$ cat src/rtl/option_selector_if.sv
// Bundles the keyboard/state inputs and the selection outputs of option_selector.
interface option_selector_if #(
    parameter int unsigned SEL_W = 2
);
    logic [7:0]       keycode;
    logic [1:0]       currentState;
    logic [SEL_W-1:0] selection;
    logic             locked;
    logic             changed_pulse;
    logic             confirm_pulse;

    modport master (
        output keycode, currentState,
        input  selection, locked, changed_pulse, confirm_pulse
    );

    modport slave (
        input  keycode, currentState,
        output selection, locked, changed_pulse, confirm_pulse
    );
endinterface

$ cat src/rtl/option_selector.sv
// Keyboard-driven option selector: PREV/NEXT stepping with wrap and auto-repeat,
// CONFIRM/CANCEL locking, active only in the select state of the game FSM.
module option_selector #(
    parameter int unsigned NUM_OPTIONS  = 4,
    parameter int unsigned SEL_W        = 2,
    parameter int unsigned RESET_INDEX  = 0,
    parameter logic [7:0]  KEY_PREV     = 8'h14,
    parameter logic [7:0]  KEY_NEXT     = 8'h08,
    parameter logic [7:0]  KEY_CONFIRM  = 8'h28,
    parameter logic [7:0]  KEY_CANCEL   = 8'h29,
    parameter logic [1:0]  SELECT_STATE = 2'd0,
    parameter int unsigned REPEAT_DELAY = 25000000,
    parameter int unsigned REPEAT_RATE  = 6250000
) (
    input logic              Clk,
    input logic              Reset,
    option_selector_if.slave bus
);
    localparam int unsigned CNT_MAX = (REPEAT_DELAY > REPEAT_RATE) ? REPEAT_DELAY : REPEAT_RATE;
    localparam int unsigned CNT_W   = $clog2(CNT_MAX + 1);

    localparam logic [SEL_W-1:0] LAST_SEL  = SEL_W'(NUM_OPTIONS - 1);
    localparam logic [SEL_W-1:0] RESET_SEL = SEL_W'(RESET_INDEX);
    localparam logic [CNT_W-1:0] DELAY_END = CNT_W'(REPEAT_DELAY);
    localparam logic [CNT_W-1:0] RATE_END  = CNT_W'(REPEAT_RATE);
    localparam logic [CNT_W-1:0] CNT_ONE   = CNT_W'(1);

    typedef enum logic [1:0] {IDLE, DELAY, RATE} rptState_t;

    rptState_t        rptState, rptNext;
    logic [CNT_W-1:0] cnt, cntNext;
    logic [7:0]       keyQ;
    logic [SEL_W-1:0] selection, selNext;
    logic             locked, lockNext;
    logic             changedPulse, confirmPulse, confirmNext;
    logic             active, press, isStepKey, evalPress, doStep, stepUp;

    assign active    = (bus.currentState == SELECT_STATE);
    assign press     = (bus.keycode != 8'h00) && (bus.keycode != keyQ);
    assign isStepKey = (bus.keycode == KEY_NEXT) || (bus.keycode == KEY_PREV);

    always_comb begin
        rptNext     = rptState;
        cntNext     = cnt;
        lockNext    = locked;
        confirmNext = 1'b0;
        doStep      = 1'b0;
        stepUp      = (bus.keycode == KEY_NEXT);
        evalPress   = 1'b0;
        if (!active) begin
            rptNext = IDLE;
            cntNext = '0;
        end else begin
            // A key change ends the repeat and is then judged as a fresh press from IDLE.
            case (rptState)
                DELAY, RATE: begin
                    if (bus.keycode != keyQ) begin
                        rptNext   = IDLE;
                        cntNext   = '0;
                        evalPress = 1'b1;
                    end else if (cnt == ((rptState == DELAY) ? DELAY_END : RATE_END)) begin
                        doStep  = 1'b1;
                        cntNext = CNT_ONE;
                        rptNext = RATE;
                    end else begin
                        cntNext = cnt + CNT_ONE;
                    end
                end
                default: evalPress = 1'b1;
            endcase
            if (evalPress && press) begin
                if (!locked && isStepKey) begin
                    doStep  = 1'b1;
                    cntNext = CNT_ONE;
                    rptNext = DELAY;
                end else if (!locked && bus.keycode == KEY_CONFIRM) begin
                    lockNext    = 1'b1;
                    confirmNext = 1'b1;
                    rptNext     = IDLE;
                end else if (locked && bus.keycode == KEY_CANCEL) begin
                    lockNext = 1'b0;
                end
            end
        end
    end

    always_comb begin
        selNext = selection;
        if (doStep) begin
            if (stepUp) selNext = (selection == LAST_SEL) ? '0 : selection + SEL_W'(1);
            else        selNext = (selection == '0) ? LAST_SEL : selection - SEL_W'(1);
        end
    end

    always_ff @(posedge Clk or posedge Reset) begin
        if (Reset) begin
            keyQ         <= 8'h00;
            rptState     <= IDLE;
            cnt          <= '0;
            selection    <= RESET_SEL;
            locked       <= 1'b0;
            changedPulse <= 1'b0;
            confirmPulse <= 1'b0;
        end else begin
            keyQ         <= bus.keycode;
            rptState     <= rptNext;
            cnt          <= cntNext;
            selection    <= selNext;
            locked       <= lockNext;
            changedPulse <= doStep;
            confirmPulse <= confirmNext;
        end
    end

    assign bus.selection     = selection;
    assign bus.locked        = locked;
    assign bus.changed_pulse = changedPulse;
    assign bus.confirm_pulse = confirmPulse;
endmodule

$ cat src/flat_wrapper.sv
// flat-port wrapper written by rule: the top's interface ports become plain ports
module option_selector_flat 
#(
    parameter int unsigned NUM_OPTIONS  = 4,
    parameter int unsigned SEL_W        = 2,
    parameter int unsigned RESET_INDEX  = 0,
    parameter logic [7:0]  KEY_PREV     = 8'h14,
    parameter logic [7:0]  KEY_NEXT     = 8'h08,
    parameter logic [7:0]  KEY_CONFIRM  = 8'h28,
    parameter logic [7:0]  KEY_CANCEL   = 8'h29,
    parameter logic [1:0]  SELECT_STATE = 2'd0,
    parameter int unsigned REPEAT_DELAY = 25000000,
    parameter int unsigned REPEAT_RATE  = 6250000
)
  (Clk, Reset, bus_keycode, bus_currentState, bus_selection, bus_locked, bus_changed_pulse, bus_confirm_pulse);
  option_selector_if #(.SEL_W(SEL_W)) bus_i ();
  input logic Clk;
  input logic Reset;
  input wire logic [$bits(bus_i.keycode)-1:0] bus_keycode;
  input wire logic [$bits(bus_i.currentState)-1:0] bus_currentState;
  output wire logic [$bits(bus_i.selection)-1:0] bus_selection;
  output wire logic [$bits(bus_i.locked)-1:0] bus_locked;
  output wire logic [$bits(bus_i.changed_pulse)-1:0] bus_changed_pulse;
  output wire logic [$bits(bus_i.confirm_pulse)-1:0] bus_confirm_pulse;
  assign bus_i.keycode = bus_keycode;
  assign bus_i.currentState = bus_currentState;
  assign bus_selection = bus_i.selection;
  assign bus_locked = bus_i.locked;
  assign bus_changed_pulse = bus_i.changed_pulse;
  assign bus_confirm_pulse = bus_i.confirm_pulse;
  option_selector #(.NUM_OPTIONS(NUM_OPTIONS), .SEL_W(SEL_W), .RESET_INDEX(RESET_INDEX), .KEY_PREV(KEY_PREV), .KEY_NEXT(KEY_NEXT), .KEY_CONFIRM(KEY_CONFIRM), .KEY_CANCEL(KEY_CANCEL), .SELECT_STATE(SELECT_STATE), .REPEAT_DELAY(REPEAT_DELAY), .REPEAT_RATE(REPEAT_RATE)) u_core (.Clk(Clk), .Reset(Reset), .bus(bus_i));
endmodule
$ cat config.mk
export PLATFORM = sky130hd
export DESIGN_NAME = option_selector_flat
export DESIGN_NICKNAME = d
export VERILOG_FILES = /design/src/rtl/option_selector_if.sv /design/src/rtl/option_selector.sv /design/src/flat_wrapper.sv
export SDC_FILE = /design/constraint.sdc
export NUM_CORES = 1
export LEC_CHECK = 0
export BUFFER_PORTS_ARGS = -buffer_cell sky130_fd_sc_hd__buf_2
export CELL_PAD_IN_SITES_DETAIL_PLACEMENT = 0
export CELL_PAD_IN_SITES_GLOBAL_PLACEMENT = 1
export CORE_MARGIN = 1
export CORE_UTILIZATION = 50
export CTS_CLUSTER_DIAMETER = 50
export DETAILED_ROUTE_END_ITERATION = 8
export HOLD_SLACK_MARGIN = 0.15
export PLACE_DENSITY_LB_ADDON = 0.05
export SYNTH_ARGS = -nofsm -noshare
export SYNTH_HDL_FRONTEND = slang
export SYNTH_SLANG_ARGS = --single-unit
$ cat constraint.sdc
create_clock -name Clk -period 3.93 [get_ports Clk]
set_input_delay 0.393 -clock Clk [delete_from_list [all_inputs] [get_ports Clk]]
set_output_delay 0.393 -clock Clk [all_outputs]
set_load 0.01 [all_outputs]
---- Yosys cells after proc, flatten, opt, wreduce, memory -nomap -nowiden ----
Index checks and enable logic that the tools add are counted.
storage, ports and cells
  flip-flop bits (word level) ............. 40
  output and inout bits ................... 5
cells by class
  add/subtract/negate cells ............... 3
  eq/ne operators ......................... 9
  mux-type cells .......................... 32
  bitwise logic cells ..................... 1
  reduce and logical (&&, ||, !) cells .... 13
operators by type and width
  cell                                                                   count
  25-bit 2-to-1 mux                                                      7
  25-bit by 1-bit adder with 25-bit output, second input constant        1
  25-bit equality test                                                   1
  2-bit 2-to-1 mux                                                       10
  8-bit by 6-bit equality test with 1-bit output, second input constant  2
  1-bit 2-to-1 mux                                                       15
  8-bit by 4-bit equality test with 1-bit output, second input constant  1
  8-bit by 5-bit equality test with 1-bit output, second input constant  1
  8-bit != test                                                          1
  8-bit nonzero test                                                     1
  1-bit logical AND                                                      5
  2-bit equality test, second input constant                             2
  2-bit zero test                                                        2
  4-bit AND reduction                                                    1
  2-bit by 1-bit adder with 2-bit output, second input constant          1
  2-bit by 1-bit equality test with 1-bit output, second input constant  1
  2-bit nonzero test                                                     1
  2-bit OR reduction                                                     1
  2-bit by 1-bit subtractor with 2-bit output, second input constant     1
  1-bit zero test                                                        1
  1-bit logical OR                                                       1
  1-bit inverter                                                         1

---- Depth between registers and ports, before layout ----
  depth in word-level cells ............... 10
  gate-level depth with buffers ........... 9
  mapped depth without buffers ............ 8

---- Worst setup path after synthesis ----
Ideal clock, no wire load.
  path type ............................... register to register
  start point ............................. register u_core.cnt[9]
  end point ............................... register u_core.cnt[6]
  setup time .............................. 0.136 ns
  arrival ................................. 1.967 ns
  required time ........................... 3.794 ns
  setup slack ............................. 1.826 ns
  cell stages (with the launch flop) ...... 9
  buffers on the path ..................... 2
  clock period less this slack ............ 2.104 ns
  cells stage by stage .................... dfrtp_1 buf_2 nor4b_1 nand4_1 a2111oi_4 nor2_2 buf_2 a31oi_1 a21oi_1
between the ends
  cells in the longest elaborated chain, start to end .. 7
ends and longest elaborated chain
  element                      RTL line                source
  from (decl)                  option_selector.sv:31   logic [CNT_W-1:0] cnt, cntNext;
  from (signal assigned)       option_selector.sv:107  cnt <= cntNext;
  25-bit equality test *       option_selector.sv:61   end else if (cnt == ((rptState == DELAY) ? DELAY_END : RATE_END)) begin
  25-bit 2-to-1 mux *          option_selector.sv:61
  25-bit 2-to-1 mux *          option_selector.sv:57   if (bus.keycode != keyQ) begin
  25-bit 2-to-1 mux *          option_selector.sv:55   case (rptState)
  25-bit 2-to-1 mux            option_selector.sv:72   if (!locked && isStepKey) begin
  25-bit 2-to-1 mux *          option_selector.sv:71   if (evalPress && press) begin
  25-bit 2-to-1 mux *          option_selector.sv:50   if (!active) begin
  named net u_core.cntNext[6]  option_selector.sv:31
The timed path passes the listed nets; every way through them passes the cells marked *.
A chain may end at the register's enable or synchronous reset.

---- Worst setup path after layout ----
  start point ............................. register u_core.cnt[14]
  end point ............................... register u_core.cnt[19]
between the ends
  cells in the longest elaborated chain, start to end .. 7
ends and longest elaborated chain
  element                                                                           RTL line
  25-bit by 1-bit adder with 25-bit output or 25-bit equality test (tied branches)  option_selector.sv:66, option_selector.sv:61
  25-bit 2-to-1 mux *                                                               option_selector.sv:61
  25-bit 2-to-1 mux *                                                               option_selector.sv:57
  25-bit 2-to-1 mux *                                                               option_selector.sv:55
  25-bit 2-to-1 mux                                                                 option_selector.sv:72
  25-bit 2-to-1 mux *                                                               option_selector.sv:71
  25-bit 2-to-1 mux *                                                               option_selector.sv:50
  named net u_core.cntNext[19]                                                      option_selector.sv:31
Marked as above.

==> impl_metrics.json <==
{
  "clkSinkCount": 40,
  "synthDistinctLibCells": 52,
  "ys_warn_count": 0,
  "tns_ns": 0,
  "grt_start_max_net_pins": 41,
  "rrSetupSlack_ns": 1.48,
  "synth_largest_area_cell": "dfrtp_1",
  "root_buffer": "clkbuf_8",
  "placedCellCount": 316,
  "synth_area_leaders": "dfrtp_1 42%, nand2_1 4.9%, a31oi_1 4.5%",
  "final_core_util_pct": 57.5,
  "dpl.hpwl_um": 3870,
  "routedWlPerCell_um": 16.7,
  "slew_violations": 0,
  "cts_max_path_buffers": 2,
  "clk_pin_slew_ns": 0.07,
  "io_buffer_count": 16,
  "period_share_pct": 62.2,
  "hold_path_class": "input port to async pin",
  "power.total_mw": 0.751,
  "first_pass_iters": 4,
  "p_per_area_nw_per_um2": 294,
  "drt_iter0_drc": 145,
  "max_slew.worst_pin.slew_ns": 0.811,
  "pwr-share-clk_pct": 38.0,
  "route.detailed.drc": 0,
  "slowest_stage": "or4b_4",
  "gr-total-overflow": 0,
  "clk_latency_ns": 0.29,
  "switching_share_pct": 23.7,
  "max_freq_mhz": 409,
  "ioPinCount": 17,
  "dominantRegCellSynth": "dfrtp_1",
  "netlist_area_sq_um": 2360,
  "cpPeakStageDelay_ns": 0.57,
  "syn-num-nets": 275,
  "skew_ns": 0.00225,
  "p_seq_share_pct": 55.7,
  "area_growth_pct": 8.27,
  "synth_edf_count": 0,
  "crit_type": "flip-flop to flip-flop",
  "critPathLaunchType": "flip-flop",
  "rsz0062_at_grt": "no",
  "fillers": 408,
  "post_cts_buffers": 0,
  "p_switching_mw": 0.178,
  "numCtsBuffers": 5,
  "max_slew_margin_pct": 45.9,
  "insertedDiodeCount": 0,
  "fin_hold_ws_ns": 0.206,
  "setup-violations-final": 0,
  "core_area_sq_um": 4440,
  "pwr-share-comb_pct": 6.3,
  "gp_routability_congestion": 0.810,
  "status": "finished clean",
  "cp_max_fo": 13,
  "first_global_vias": 1957,
  "max-cap-violations": 0,
  "hold_viol_final": 0,
  "nets": 288,
  "antenna_found_initial": 0,
  "die_x_um": 70.7,
  "grt_pass1_wl_um": 9350,
  "die-area_sq_um": 5000,
  "rows": 24,
  "fin_crit_ns": 2.45,
  "synth_most_common_cell": "dfrtp_1",
  "synthCells": 258,
  "vias": 1975,
  "wirelength_um": 5400,
  "syn_area_per_cell_sq_um": 9.15,
  "track_usage_pct": 24.1,
  "end_kind": "flip-flop",
  "synth_seq_cells": 40,
  "synth_common_cells": "40 x dfrtp_1, 31 x nand2_1, 20 x a21oi_1, 18 x nand3_1",
  "via_per_inst": 6.10,
  "hold_buffers": 0,
  "drive_above_1_share_pct": 13.2,
  "stdcell_count": 324,
  "cts_tree": "yes",
  "start_util_pct": 53.1,
  "crit_arrival_ns": 2.62,
  "htreeDepth": 2,
  "cts_resized": 0,
  "die_y_um": 70.7,
  "yosysTopAreaCellShare_pct": 42.4,
  "leakagePower_nw": 1.00,
  "p_int_mw": 0.574,
  "synthArstFlopShare_pct": 100,
  "crit_required_ns": 4.10,
  "drtAntennaViolNets": 0,
  "cp_cell_sequence": "nand4_1 > or4b_4 > a2111oi_4 > nor4_4 > buf_4 > a41oi_1 > a21oi_1",
  "peakVddDrop_mv": 0.214,
  "ys_seq_area_share_pct": 42.4
}
per-layer routing:
| metal | global-route usage (%) | vias to the layer above | part of all wire, % |
|---|---|---|---|
| li1 | - | 975 | - |
| met1 | 30.5 | 951 | 45 |
| met2 | 41.5 | 38 | 50 |
| met3 | 4.56 | 11 | 2.8 |
| met4 | 8.22 | 0 | 2.1 |
| met5 | 0 | - | 0 |
path summary, 6_finish.rpt:
kind / start / to / depth (start not counted)
worst min register to register: u_core.cnt[23] / u_core.cnt[23] / 1
worst min-delay path: Reset / u_core.cnt[22] / 3
worst max-delay path: u_core.cnt[14] / u_core.cnt[19] / 7
min in group Clk: bus_keycode[7] / u_core.keyQ[7] / 1
worst max register to register: u_core.cnt[14] / u_core.cnt[19] / 7
max in group asynchronous: Reset / u_core.cnt[4] / 3
flip-flops by register name (all words and copies together), names as in the netlist:
register	flops
u_core.keyQ	8
u_core.rptState	2
u_core.bus.locked	1
u_core.bus.changed_pulse	1
u_core.bus.confirm_pulse	1
u_core.bus.selection	2
u_core.cnt	25
critical path, delay by kind of cell (launching register included):
family	cells	cell delay (ns)
buffers and inverters	1	0.25
and+or+nand+nor	3	0.88
DFF	1	0.48
AOI/OAI and AO/OA	3	0.72
power groups by stage:
stage	Sequential [mW]	Clock, mW	Combinational [mW]
3_3_place_gp	0.427	0	0.0473
3_5_place_dp	0.427	0	0.0481
5_1_grt	0.419	0.301	0.0523
6_report	0.419	0.285	0.0474
4_1_cts	0.419	0.290	0.0482
2_1_floorplan	0.427	0	0.0300
cell type report:
| cell class | count | area (sq um) | share of cell area, % |
|---|---|---|---|
| inverters | 8 | 30.0 | 1.17 |
| multi-input cells | 198 | 1270 | 49.9 |
| clock buffers | 8 | 90.1 | 3.52 |
| flip-flops and latches | 40 | 1000 | 39.2 |
| well taps | 52 | 65.1 | 2.55 |
| repair buffers | 18 | 95.1 | 3.72 |
through the flow:
stage	cell area, sq um	worst slack, ns
2_1_floorplan	2360	1.83
3_3_place_gp	2470	1.40
3_5_place_dp	2470	1.38
4_1_cts	2560	1.49
5_1_grt	2560	1.29
6_report	2560	1.48
kinds of logic (layout without fill, tap and decap cells):
group / count (synthesis) / in the layout / share of synthesized area (%)
buf+inv: 20 / 34 / 3.60
simple gates: 121 / 121 / 28.9
fa+ha+maj: 5 / 5 / 2.65
mux: 4 / 4 / 1.70
xor+xnor: 10 / 10 / 3.71
flops: 40 / 40 / 42.4
compound gates: 58 / 58 / 17.0
layout by cell type, fill, tap and decap left out, drive strengths merged, types with 3 or more instances in the layout:
cell type | synthesis | final
nand2 | 32 | 32
nor4 | 10 | 10
buf | 6 | 18
a21oi | 21 | 21
dfrtp | 40 | 40
ha | 5 | 5
nor3 | 9 | 9
clkbuf | 6 | 8
nor2 | 18 | 18
a31oi | 17 | 17
nand4 | 8 | 8
nand3 | 19 | 19
a2111oi | 3 | 3
o21ai | 4 | 4
mux2i | 4 | 4
xor2 | 8 | 8
nor4b | 3 | 3
and2 | 4 | 4
inv | 8 | 8
or2 | 3 | 3
(Power assumes the default switching activity.)
